## src/rtl/mul_rill.sv

```systemverilog
`default_nettype none
// ---------------------------------------------------------------------------
// mul_rill : sequential shift-add multiply-accumulate, result = q*b + r,
//            one multiplier bit per clock, plus a remainder check (r < b).
// Revision : 1.0
// ---------------------------------------------------------------------------
module mul_rill #(
  parameter int unsigned WIDTH = 16
) (
  input  logic               clk,
  input  logic               rst_n,
  input  logic               start,
  input  logic [WIDTH-1:0]   q,
  input  logic [WIDTH-1:0]   b,
  input  logic [WIDTH-1:0]   r,
  output logic               busy,
  output logic               done,
  output logic [2*WIDTH-1:0] result,
  output logic               rem_ok,
  output logic [7:0]         cnt
);

  localparam logic [0:0] S_IDLE = 1'b0;
  localparam logic [0:0] S_RUN  = 1'b1;
  localparam logic [7:0] LAST   = 8'(WIDTH - 1);

  logic [0:0]         state_q, state_d;
  logic [WIDTH-1:0]   mq_q, mq_d;
  logic [2*WIDTH-1:0] mb_q, mb_d;
  logic [2*WIDTH-1:0] acc_q, acc_d;
  logic               rok_q, rok_d;
  logic [7:0]         cnt_q, cnt_d;
  logic               busy_q, busy_d;
  logic               done_q, done_d;
  logic [2*WIDTH-1:0] result_q, result_d;
  logic               rem_ok_q, rem_ok_d;
  logic [2*WIDTH-1:0] acc_sum;

  // q*b + r never exceeds 2^(2W) - 2^W, so dropping the carry-out is safe
  assign acc_sum = mq_q[0] ? (acc_q + mb_q) : acc_q;

  always_comb begin
    state_d  = state_q;
    mq_d     = mq_q;
    mb_d     = mb_q;
    acc_d    = acc_q;
    rok_d    = rok_q;
    cnt_d    = cnt_q;
    busy_d   = busy_q;
    done_d   = 1'b0;
    result_d = result_q;
    rem_ok_d = rem_ok_q;
    if (state_q == S_IDLE) begin
      if (start) begin
        mq_d    = q;
        mb_d    = {{WIDTH{1'b0}}, b};
        acc_d   = {{WIDTH{1'b0}}, r};
        rok_d   = (r < b);
        cnt_d   = 8'd0;
        busy_d  = 1'b1;
        state_d = S_RUN;
      end
    end else begin
      acc_d = acc_sum;
      mb_d  = mb_q << 1;
      mq_d  = mq_q >> 1;
      cnt_d = cnt_q + 8'd1;
      // Last iteration: publish including this cycle's partial product
      if (cnt_q == LAST) begin
        result_d = acc_sum;
        rem_ok_d = rok_q;
        done_d   = 1'b1;
        busy_d   = 1'b0;
        state_d  = S_IDLE;
      end
    end
  end

  always_ff @(posedge clk or negedge rst_n) begin
    if (!rst_n) begin
      state_q  <= S_IDLE;
      mq_q     <= '0;
      mb_q     <= '0;
      acc_q    <= '0;
      rok_q    <= 1'b0;
      cnt_q    <= 8'd0;
      busy_q   <= 1'b0;
      done_q   <= 1'b0;
      result_q <= '0;
      rem_ok_q <= 1'b0;
    end else begin
      state_q  <= state_d;
      mq_q     <= mq_d;
      mb_q     <= mb_d;
      acc_q    <= acc_d;
      rok_q    <= rok_d;
      cnt_q    <= cnt_d;
      busy_q   <= busy_d;
      done_q   <= done_d;
      result_q <= result_d;
      rem_ok_q <= rem_ok_d;
    end
  end

  assign busy   = busy_q;
  assign done   = done_q;
  assign result = result_q;
  assign rem_ok = rem_ok_q;
  assign cnt    = cnt_q;

endmodule
`default_nettype wire

```

## config.mk

```make
export PLATFORM = sky130hd
export DESIGN_NAME = mul_rill
export DESIGN_NICKNAME = d
export VERILOG_FILES = /design/src/rtl/mul_rill.sv
export SDC_FILE = /design/constraint.sdc
export NUM_CORES = 1
export LEC_CHECK = 0
export ABC_AREA = 1
export BUFFER_PORTS_ARGS = -buffer_cell sky130_fd_sc_hd__buf_4
export CAP_MARGIN = 20
export CORE_UTILIZATION = 54
export DETAILED_ROUTE_END_ITERATION = 10
export GPL_TIMING_DRIVEN = 0
export PLACE_DENSITY_LB_ADDON = 0.2
export SYNTH_ARGS = -nofsm -noshare
export SYNTH_HDL_FRONTEND = slang
export SYNTH_SLANG_ARGS = --single-unit
```

## constraint.sdc

```tcl
create_clock -name clk -period 1.98 [get_ports clk]
set_clock_uncertainty 0.2 [all_clocks]
set_input_delay 0.396 -clock clk [delete_from_list [all_inputs] [get_ports clk]]
set_output_delay 0.396 -clock clk [all_outputs]
set_load 0.1 [all_outputs]
```

# After elaboration in Yosys (flattened, before gate mapping)
# Cells that the tools add are included.
# totals
in_bits	51
word_cells	37
ff_bits	125
out_inout_bits	43
# classes
eq_ne	2
n_reduce_logical	4
mux	17
bitwise	1
magnitude_cmp	1
n_addsub	2
# op_table
op	count
$mux W32	5
$add A32 B32 Y32	1
$mux W16	2
$lt A16 B16 Y1	1
$mux W8	2
$add A8 B1 Y8 const B	1
$eq A8 B4 Y1 const B	1
$mux W1	8
$reduce_and A2 Y1	3
$ne A2 B1 Y1 const B	1
$reduce_bool A2 Y1	1
$not A1 Y1	1

# Logic depth before layout (Yosys ltp)
# Gate-level depths: netlist of the first run.
# logic_depth
word_depth	3
mapped_depth	14
ltp_nobuf	13

# Worst setup path after synthesis of the first run
# Ideal clock, no wire load.
# synth_timing
path_kind	register to register
start	register cnt_q[0], in the netlist cnt[0]
end	register rem_ok_q, in the netlist rem_ok
stages_incl_launch_ff	8
arrival_time_ns	2.014
path_buffers	1
required_ns	1.648
setup_ns	0.132
synth_period_minus_slack_ns	2.346
setup_slack_ns	-0.366
cell_sequence	dfrtp_1 ha_1 nand2_1 nor3_2 nand2_1 clkbuf_1 nand2_1 o21ai_0
# synth_via
elab_chain_len	2
# synth_lines
element	line	source
from (decl)	32	logic [7:0] cnt_q, cnt_d;
from (signal assigned)	97	cnt_q <= cnt_d;
$eq A8 B4 Y1	69	if (cnt_q == LAST) begin
$reduce_and A2 Y1 (no source line)	-	
to (signal assigned)	101	rem_ok_q <= rem_ok_d;
to (decl)	36	logic rem_ok_q, rem_ok_d;
# Every way passes these cells.
# A chain may end at the register's enable or synchronous reset.

# Final worst setup path of the first run
# layout_timing
start	register acc_q[10]
end	register result_q[13], in the netlist result[13]
# layout_via
elab_chain_len	2
# layout_lines
element	line	source
from (decl)	30	logic [2*WIDTH-1:0] acc_q, acc_d;
from (signal assigned)	84	acc_q <= '0;
from (signal assigned)	95	acc_q <= acc_d;
$add A32 B32 Y32	40	assign acc_sum = mq_q[0] ? (acc_q + mb_q) : acc_q;
$mux W32	40	
to (signal assigned)	100	result_q <= result_d;
to (decl)	35	logic [2*WIDTH-1:0] result_q, result_d;
# Every way passes these cells.

==> metrics.csv, run 1 <==
stage,metric,value,unit
cts,clock sinks,125,
sta,final setup vio count,75,
synthesis,asr flop ratio synth,100,%
sta,final hold slack,4.04,ps
synthesis,Post-Syn Nets,1240,
cts,later-pin clock latency in the skew report,430,ps
worst_hold_path,Hold/Removal Path Class,in2reg,
sta,Final Hold Fails,0,
final_layout,Area Overhead vs Synth,44.7,%
synthesis,flop and latch count out of synthesis,125,
power_and_ir_drop,P_leak,0.00597,µW
power_and_ir_drop,Max VDD drop,0.00142,V
cts,"CTS clk-pin slew, worst paths",60,ps
final_layout,share of layout cells above drive strength 1,36.9,%
global_route,GRT Residual Overflow,0,
final_layout,most frequent cells in the layout,"nand2_1, inv_1, buf_4",
sta,Max Clock Freq,0.439,GHz
route,WL/cell,19.1,µm
setup_path,WP data arrival,2390,ps
synthesis,Synth Area in Compound Gates,9.31,%
final_layout,ANT cells,0,
setup_path,CP max FO,4,
floorplan,Initial Util,55.5,%
setup_path,startpoint types,flip-flop,
status,failing checks,setup timing,
cts,CTS HTree Levels,4,
route,1st-iter DRT viols,822,
setup_path,Worst Setup Path Type,reg2reg,
sta,Final WS setup,-296,ps
synthesis,Synth area leaders,"dfrtp_1, nand2_1, inv_1",
synthesis,area share of the largest cell type after synthesis,38.8,%
synthesis,Synth area leader,dfrtp_1,
cts,CTS tree,yes,
sta,clock period minus worst slack,2280,ps
synthesis,Synth Area in Simple Gates,32.4,%
final_layout,post-route cell area,11700,µm²
setup_path,CP required,2100,ps
global_route,first-pass GRT wire length,41300,µm
floorplan,die height,124,µm
floorplan,DIE WIDTH,124,µm
cts,Root Driver,clkbuf_16,
sta,Tightest Pin Transition,789,ps
setup_path,worst path buffer plus inverter count,1,
synthesis,Post-synth EDFFs,0,
floorplan,Core Box Area,14500,µm²
synthesis,Syn. warnings,0,
synthesis,largest family of logic cells by synthesized area,simple AND/OR/NAND/NOR gates,
route,Routed WL,28900,µm
synthesis,sequential area share after synthesis,38.8,%
status,status,"complete, but fails checks",
synthesis,Mapped Area,8060,µm²
global_route,largest net degree at the start of global routing,98,
route,DRT antenna net count,0,
floorplan,I/O pin count,94,
placed_design,routability cong.,0.930,
sta,fin crit share,115,%
setup_path,Crit path max-delay family,simple AND/OR/NAND/NOR gates,
cts,Clock Path Buffers,2,
sta,RSZ-0062 raised after global routing,yes,
power_and_ir_drop,PwrDens,1970,nW/µm²
sta,setup TNS,-10820,ps
placed_design,Port Buffers,93,
setup_path,CP Cell Sequence,"ha_4, nand2_4, inv_2, nand2_2, nor3_2, nand2_2, nand2_4, xor2_2, nand2_1, o211ai_1, nand2_1",
setup_path,slowest CP cell,dfrtp_1,
synthesis,Avg Inst Size Synth,7.07,µm²
route,DRC,0,
sta,Max-slew headroom,47.4,%
route,post-DR vias/cell,5.79,
flow_run,Max Cap Viol,0,
cts,total CTS buffers,17,
floorplan,Die Area,15400,µm²
final_layout,final net count,1415,
global_route,Total GRT Usage,34.4,%
synthesis,XOR/XNOR Fraction of Synth Area,1.63,%
placed_design,Placed Instance Area,9060,µm²
synthesis,Netlist cell types,39,
synthesis,Post-synth top flop,dfrtp_1,
route,Vias,8757,
floorplan,Rows,44,
global_route,initial antenna violation count,0,
synthesis,Post-Synth Adder-Cell Area,7.54,%
setup_path,Worst setup EP type,flip-flop,
synthesis,multiplexer share of the synthesized area,0.248,%
global_route,vias in the first global route,8247,
final_layout,"most common cell after layout, fill and taps aside",nand2_1,
route,Pre-Repair DR Iteration Count,7,
setup_path,CP max stage delay,440,ps
synthesis,Cells after Synth,1141,
sta,max-slew violation count,0,
placed_design,Post-DP HPWL,17700,µm
## Yosys cell counts, types with 12 or more instances
cell / number
o211ai_1: 21
xnor2_1: 13
ha_1: 47
a21oi_1: 32
o21ai_0: 36
nor2_1: 42
or2_2: 17
buf_2: 12
dfrtp_1: 125
nand3_1: 109
clkbuf_1: 17
inv_1: 168
nand2_1: 420
o22ai_1: 14
## layer usage
layer | routed length [µm] | up-vias | global-route usage (%)
met5 | 0 | - | 0
met4 | 1340 | 0 | 13.6
met3 | 2350 | 132 | 6.77
met2 | 13800 | 475 | 55.4
met1 | 11400 | 4159 | 45.6
li1 | - | 3991 | -
## repair_timing
item                       4_1_cts  5_1_grt
buffers inserted                14       34
gates resized for setup        143      206
hold endpoints to repair        42        0
setup endpoints to repair       71       82
pin swaps                       25       55
hold buffers                    15        0
## report_power, final
| part | internal, µW | leakage (µW) | total (µW) | switching, µW |
|---|---|---|---|---|
| sequential | 3610 | 0.00157 | 4620 | 1010 |
| combinational | 5270 | 0.00411 | 15000 | 9750 |
| clock | 2030 | 0.000298 | 3390 | 1360 |
## metrics by stage
| step | power [µW] | instances | utilization [%] | setup slack [ps] |
|---|---|---|---|---|
| global route | 24100 | 1513 | 80.3 | -344 |
| finish | 23000 | 1513 | 80.3 | -296 |
| CTS | 19900 | 1480 | 73.2 | -188 |
| detailed placement | 14700 | 1419 | 62.4 | -382 |
| global placement | 14600 | 1418 | 62.1 | -353 |
| floorplan | 12200 | 1141 | - | -21.3 |
## state kept, by name, summed over array words and instances (netlist names)
| signal | cells |
|---|---|
| mq_q | 16 |
| cnt | 8 |
| result | 32 |
| done | 1 |
| acc_q | 32 |
| mb_q | 32 |
| busy | 1 |
| rok_q | 1 |
| state_q | 1 |
| rem_ok | 1 |
## cells by family (layout without fill, tap and decap cells)
kind of cell | count (synthesis) | in the layout
flip-flops | 125 | 125
multiplexers | 2 | 2
XOR/XNOR | 15 | 15
buffers and inverters | 207 | 395
AND/OR/NAND/NOR | 620 | 620
AO/OA/AOI/OAI | 124 | 124
adder cells (fa/ha/maj) | 48 | 48
## worst paths after layout
check,end,slack (ps),start,cells past startpoint
setup / recovery,result[13]$_DFFE_PN0P_,-300,acc_q[10]$_DFFE_PN0P_,11
hold / removal,mq_q[0]$_DFFE_PN0P_,4,q[0],3
setup reg to reg,result[13]$_DFFE_PN0P_,-300,acc_q[10]$_DFFE_PN0P_,11
hold reg to reg,result[24]$_DFFE_PN0P_,280,result[24]$_DFFE_PN0P_,2
max in group asynchronous,acc_q[18]$_DFFE_PN0P_,580,rst_n,3
min in group asynchronous,result[1]$_DFFE_PN0P_,200,rst_n,2
## cell type report
| cell class | instances | area (µm²) |
|---|---|---|
| Fill cell | 932 | 2870 |
| Timing Repair Buffer | 157 | 1280 |
| Inverter | 171 | 644 |
| Clock inverter | 15 | 199 |
| Tap cell | 184 | 230 |
| Sequential cell | 125 | 3160 |
| Buffer | 35 | 176 |
| Clock buffer | 17 | 425 |
| Multi-Input combinational cell | 809 | 5560 |
## worst reg2reg max path, stage by stage (launching register included)
cell,delay [ps]
dfrtp_1,440
ha_4,350
nand2_4,80
inv_2,70
nand2_2,80
nor3_2,230
nand2_2,120
nand2_4,140
xor2_2,160
nand2_1,100
o211ai_1,120
nand2_1,80
Note: power is estimated with default switching activity, not from simulation.
==> inputs of run 2 (changes only) <==
Settings changed: GPL_ROUTABILITY_DRIVEN from default to 0, TNS_END_PERCENT from default to 5.
==> metrics.csv, run 2 (synthesis results as in run 1) <==
stage,metric,value,unit,change
status,status,"complete, but fails checks",,unchanged
status,failing checks,"hold timing, setup timing",,was setup timing
setup_path,reg2reg start,acc_q[0]$_DFFE_PN0P_,,was acc_q[10]$_DFFE_PN0P_
power_and_ir_drop,P_leak,0.00568,µW,was 0.00597 µW
placed_design,pre-CTS setup slack,-356,ps,was -382 ps
final_layout,fin util,74.7,%,was 80.3%
floorplan,DIE WIDTH,124,µm,unchanged
sta,Tightest Pin Transition,730,ps,was 789 ps
cts,total CTS buffers,17,,unchanged
power_and_ir_drop,Tot Pwr,20400,µW,was 23000 µW
floorplan,Core Box Area,14500,µm²,unchanged
sta,RSZ-0062 raised after global routing,yes,,unchanged
route,WL/cell,16.9,µm,was 19.1 µm
flow_run,Max Cap Viol,0,,unchanged
setup_path,CP max FO,4,,unchanged
final_layout,"most common cell after layout, fill and taps aside",nand2_1,,unchanged
final_layout,share of layout cells above drive strength 1,27.7,%,was 36.9%
global_route,largest net degree at the start of global routing,99,,was 98
route,Vias,8297,,was 8757
cts,later-pin clock latency in the skew report,430,ps,about the same
sta,Max Clock Freq,0.443,GHz,was 0.439 GHz
power_and_ir_drop,sw frac,51.7,%,was 52.6%
cts,CTS tree,yes,,unchanged
setup_path,WP data arrival,2360,ps,was 2390 ps
route,DRT antenna net count,0,,unchanged
final_layout,post-route cell area,10900,µm²,was 11700 µm²
sta,final hold slack,-0.445,ps,was 4.04 ps
global_route,GRT Residual Overflow,0,,unchanged
sta,Final Hold Fails,1,,was 0
cts,"CTS clk-pin slew, worst paths",70,ps,was 60 ps
power_and_ir_drop,Clk network pwr share,15.3,%,was 14.7%
setup_path,Worst Setup Path Type,reg2reg,,unchanged
power_and_ir_drop,Logic pwr share,62.5,%,was 65.2%
cts,Clock Path Buffers,2,,unchanged
floorplan,Initial Util,55.5,%,unchanged
worst_hold_path,Hold/Removal Path Class,in2reg,,unchanged
power_and_ir_drop,Pint,9870,µW,was 10900 µW
route,Routed WL,25400,µm,was 28900 µm
cts,clock sinks,125,,unchanged
sta,max-slew violation count,0,,unchanged
sta,final setup vio count,57,,was 75
floorplan,Rows,44,,unchanged
placed_design,Post-DP HPWL,17000,µm,was 17700 µm
global_route,initial antenna violation count,0,,unchanged
setup_path,startpoint types,flip-flop,,unchanged
setup_path,Worst Setup SP,acc_q[0]$_DFFE_PN0P_,,was acc_q[10]$_DFFE_PN0P_
cts,CTS HTree Levels,4,,unchanged
global_route,Total GRT Usage,32.1,%,was 34.4%
route,DRC,0,,unchanged
floorplan,die height,124,µm,unchanged
setup_path,CP required,2090,ps,was 2100 ps
worst_hold_path,Hold Startpoint,q[13],,was q[0]
sta,fin crit share,114,%,was 115%
power_and_ir_drop,Max VDD drop,0.00125,V,was 0.00142 V
global_route,vias in the first global route,7769,,was 8247
global_route,first-pass GRT wire length,39000,µm,was 41300 µm
floorplan,I/O pin count,94,,unchanged
route,Pre-Repair DR Iteration Count,5,,was 7
power_and_ir_drop,Psw,10600,µW,was 12100 µW
cts,Root Driver,clkbuf_16,,unchanged
sta,clock period minus worst slack,2260,ps,was 2280 ps
power_and_ir_drop,PwrDens,1880,nW/µm²,was 1970 nW/µm²
setup_path,Worst setup EP type,flip-flop,,unchanged
placed_design,Placed Instance Area,9060,µm²,about the same
sta,Final WS setup,-276,ps,was -296 ps
final_layout,ANT cells,0,,unchanged
route,post-DR vias/cell,5.52,,was 5.79
route,1st-iter DRT viols,783,,was 822
sta,Max-slew headroom,51.3,%,was 47.4%
power_and_ir_drop,Reg power frac,22.3,%,was 20.1%
final_layout,Area Overhead vs Synth,34.7,%,was 44.7%
placed_design,Port Buffers,93,,unchanged
final_layout,most frequent cells in the layout,"nand2_1, inv_1, buf_4",,unchanged
final_layout,final net count,1406,,was 1415
floorplan,Die Area,15400,µm²,unchanged
final_layout,Fill cells,1073,,was 932
[run 2: path summary, 6_finish.rpt]
check,to,slack (ps),depth (start not counted)
hold reg to reg,result[29]$_DFFE_PN0P_,280,2
setup / recovery,result[12]$_DFFE_PN0P_,-280,11
max in group asynchronous,cnt[0]$_DFFE_PN0P_,580,3
hold / removal,mq_q[13]$_DFFE_PN0P_,-0.4,3
setup reg to reg,result[12]$_DFFE_PN0P_,-280,11
min in group asynchronous,result[1]$_DFFE_PN0P_,200,2
[run 2: area by class of cell]
type / instances / area [µm²] / share of cell area, %
clock inverters: 13 / 139 / 1.28
well taps: 184 / 230 / 2.12
clock buffers: 19 / 443 / 4.08
repair buffers: 147 / 1170 / 10.7
flip-flops and latches: 125 / 3150 / 29.0
inverters: 171 / 642 / 5.91
multi-input cells: 809 / 4900 / 45.2
plain buffers: 36 / 181 / 1.67
[run 2: power groups by stage]
stage                     clock (µW)  sequential [µW]  combinational, µW
after global routing            3250             4650              13700
after floorplan                    0             6730               5500
final                           3120             4550              12800
after detailed placement           0             4350              10300
after CTS                       3110             4440              11200
after global placement             0             4340              10100
[run 2: stage by stage]
step / TNS [ps] / instances
final: -8700 / 1504
after global routing: -14700 / 1504
after CTS: -5930 / 1474
after detailed placement: -14730 / 1419
after global placement: -27630 / 1418
after floorplan: -34.9 / 1141
[run 2: worst max-delay path, stage by stage, from the launching register on]
cell     delay, ps
dfrtp_1        420
ha_4           200
fa_2           400
nand3_4        110
nand3_4         90
nand3_4         80
nand3_4        100
buf_6          150
xnor2_2        130
nand2_1        100
nand3_1         80
nand2_1         60
[run 2: metal layers]
metal	track usage [%]	vias to the layer above	part of all wire (%)
met4	10.8	0	2.8
met3	6.51	69	7.9
li1	-	3959	-
met2	51.7	368	47
met1	42.9	3901	42
met5	0	-	0
[run 2: timing repair]
item,4_1_cts,5_1_grt
pin swaps,16,29
resized for setup,82,98
buffers inserted,9,30
hold buffers,14,0
setup endpoints to repair,66,105
hold endpoints to repair,40,0
==> inputs of run 3 (changes only) <==
Settings changed: CORE_UTILIZATION 54 to 45.
==> metrics.csv, run 3 (synthesis results as in run 1) <==
stage,metric,value,unit,change
setup_path,Reg2Reg Depth,11,,unchanged
global_route,GRT Residual Overflow,0,,unchanged
flow_run,Max Cap Viol,0,,unchanged
global_route,Total GRT Usage,28.4,%,was 32.1%
floorplan,Core Box Area,17400,µm²,was 14500 µm²
setup_path,"most used cell, CP",nand3_4,,unchanged
cts,CTS HTree Levels,4,,unchanged
route,Vias,7952,,was 8297
placed_design,placed insts,1460,,was 1419
sta,setup TNS,-8330,ps,was -8700 ps
placed_design,Post-DP HPWL,17700,µm,was 17000 µm
route,post-DR vias/cell,5.25,,was 5.52
final_layout,most frequent cells in the layout,"nand2_1, inv_1, dfrtp_1",,"was nand2_1, inv_1, buf_4"
power_and_ir_drop,Max VDD drop,0.00124,V,was 0.00125 V
worst_hold_path,Hold Startpoint,r[0],,was q[13]
final_layout,share of layout cells above drive strength 1,22.5,%,was 27.7%
cts,CTS tree,yes,,unchanged
route,WL/cell,16.3,µm,was 16.9 µm
cts,"CTS clk-pin slew, worst paths",60,ps,was 70 ps
sta,max-slew violation count,0,,unchanged
setup_path,WP data arrival,2360,ps,about the same
floorplan,die height,136,µm,was 124 µm
power_and_ir_drop,P_leak,0.00549,µW,was 0.00568 µW
sta,final hold slack,16.0,ps,was -0.445 ps
setup_path,CP max stage delay,440,ps,was 420 ps
sta,Max Clock Freq,0.444,GHz,was 0.443 GHz
final_layout,final net count,1377,,was 1406
route,DRT antenna net count,0,,unchanged
global_route,first-pass GRT wire length,39700,µm,was 39000 µm
route,DRC,0,,unchanged
setup_path,startpoint types,flip-flop,,unchanged
floorplan,I/O pin count,94,,unchanged
cts,clock sinks,125,,unchanged
setup_path,Critical Path Stages,11,,unchanged
sta,clock period minus worst slack,2250,ps,was 2260 ps
setup_path,CP required,2090,ps,about the same
cts,later-pin clock latency in the skew report,430,ps,about the same
setup_path,flop2flop setup slack,-270,ps,was -280 ps
final_layout,fin util,60.4,%,was 74.7%
setup_path,Crit path max-delay family,adder cells,,was simple AND/OR/NAND/NOR gates
cts,Root Driver,clkbuf_16,,unchanged
route,Routed WL,24800,µm,was 25400 µm
global_route,initial antenna violation count,0,,unchanged
floorplan,Initial Util,46.3,%,was 55.5%
route,Pre-Repair DR Iteration Count,8,,was 5
setup_path,worst path buffer plus inverter count,1,,unchanged
setup_path,Worst setup EP type,flip-flop,,unchanged
global_route,largest net degree at the start of global routing,93,,was 99
sta,Max-slew headroom,48.1,%,was 51.3%
setup_path,slowest CP cell,fa_2,,was dfrtp_1
worst_hold_path,Worst Hold Depth,3,,unchanged
cts,total CTS buffers,17,,unchanged
final_layout,Area Overhead vs Synth,30.4,%,was 34.7%
worst_hold_path,Hold/Removal Path Class,in2reg,,unchanged
cts,Clock Path Buffers,2,,unchanged
setup_path,CP max FO,4,,unchanged
status,status,"complete, but fails checks",,unchanged
final_layout,final std cells w/o fill,1516,,was 1504
sta,Final Hold Fails,0,,was 1
status,failing checks,setup timing,,"was hold timing, setup timing"
setup_path,reg2reg start,mb_q[0]$_DFFE_PN0P_,,was acc_q[0]$_DFFE_PN0P_
floorplan,Die Area,18500,µm²,was 15400 µm²
final_layout,ANT cells,0,,unchanged
worst_hold_path,Worst Hold Path EP,acc_q[0]$_DFFE_PN0P_,,was mq_q[13]$_DFFE_PN0P_
floorplan,Rows,48,,was 44
setup_path,Worst Setup Path Type,reg2reg,,unchanged
global_route,vias in the first global route,7722,,was 7769
sta,final setup vio count,57,,unchanged
sta,Final WS setup,-274,ps,was -276 ps
power_and_ir_drop,PwrDens,1860,nW/µm²,was 1880 nW/µm²
setup_path,reg2reg end,acc_q[12]$_DFFE_PN0P_,,was result[12]$_DFFE_PN0P_
sta,RSZ-0062 raised after global routing,yes,,unchanged
final_layout,Fill cells,1597,,was 1073
placed_design,Port Buffers,93,,unchanged
sta,Tightest Pin Transition,778,ps,was 730 ps
route,1st-iter DRT viols,627,,was 783
floorplan,DIE WIDTH,136,µm,was 124 µm
final_layout,"most common cell after layout, fill and taps aside",nand2_1,,unchanged
sta,fin crit share,114,%,about the same
setup_path,CP Cell Sequence,"ha_4, fa_2, nand3_2, nand3_4, nand3_4, nand3_4, buf_6, xnor2_2, nand2_1, nand3_1, nand3_1",,"was ha_4, fa_2, nand3_4, nand3_4, nand3_4, nand3_4, buf_6, xnor2_2, nand2_1, nand3_1, nand2_1"
[run 3: report_power, final]
group	switching, µW	internal [µW]	leakage [µW]
clock	1310	2140	0.000305
sequential	945	3600	0.00157
combinational	7860	3740	0.00361
total	10100	9480	0.00549
[run 3: worst max path at each step]
stage	startpoint	end	slack, ps
final	mb_q[0]$_DFFE_PN0P_	acc_q[12]$_DFFE_PN0P_	-270
after global routing	mb_q[0]$_DFFE_PN0P_	acc_q[20]$_DFFE_PN0P_	-370
after CTS	acc_q[0]$_DFFE_PN0P_	acc_q[12]$_DFFE_PN0P_	-230
after detailed placement	cnt[0]$_DFFE_PN0P_	result[0]$_DFFE_PN0P_	-390
after global placement	cnt[0]$_DFFE_PN0P_	result[0]$_DFFE_PN0P_	-390
after floorplan	acc_q[0]$_DFFE_PN0P_	acc_q[20]$_DFFE_PN0P_	-20
[run 3: worst reg2reg max path: cells and delay by family, from the launching register on]
family                   cells  cell delay, ps
buffers and inverters        1             150
adder cells (fa/ha/maj)      2             630
XOR/XNOR                     1             110
AND/OR/NAND/NOR              7             620
flip-flops                   1             410
[run 3: metrics by stage]
step	setup WS (ps)	total power [µW]	area [µm²]
global placement	-395	14500	9080
detailed placement	-387	14700	9110
finish	-274	19600	10500
CTS	-232	19200	10400
floorplan	-21.5	12200	8100
global route	-370	20900	10500
[run 3: per-layer routing]
| layer | wire length, µm | vias to the layer above | share of wire (%) | GRT usage [%] |
|---|---|---|---|---|
| li1 | - | 3914 | - | - |
| met1 | 11100 | 3709 | 45 | 38.7 |
| met2 | 11500 | 275 | 46 | 45.9 |
| met3 | 1530 | 54 | 6.2 | 4.10 |
| met4 | 653 | 0 | 2.6 | 9.88 |
| met5 | 0 | - | 0 | 0 |
[run 3: area by class of cell]
type	count	area [µm²]	area share (%)
multi-input cells	809	4660	44.3
inverters	171	644	6.13
clock inverters	14	210	2.00
plain buffers	36	184	1.75
flip-flops and latches	125	3150	30.0
well taps	225	282	2.68
repair buffers	118	956	9.09
clock buffers	18	429	4.08
[run 3: what timing repair did]
action	4_1_cts	5_1_grt
hold buffers	17	0
setup endpoints to repair	69	100
gates resized for setup	87	35
hold endpoints to repair	49	0
buffers inserted	4	3
pin swaps	11	8
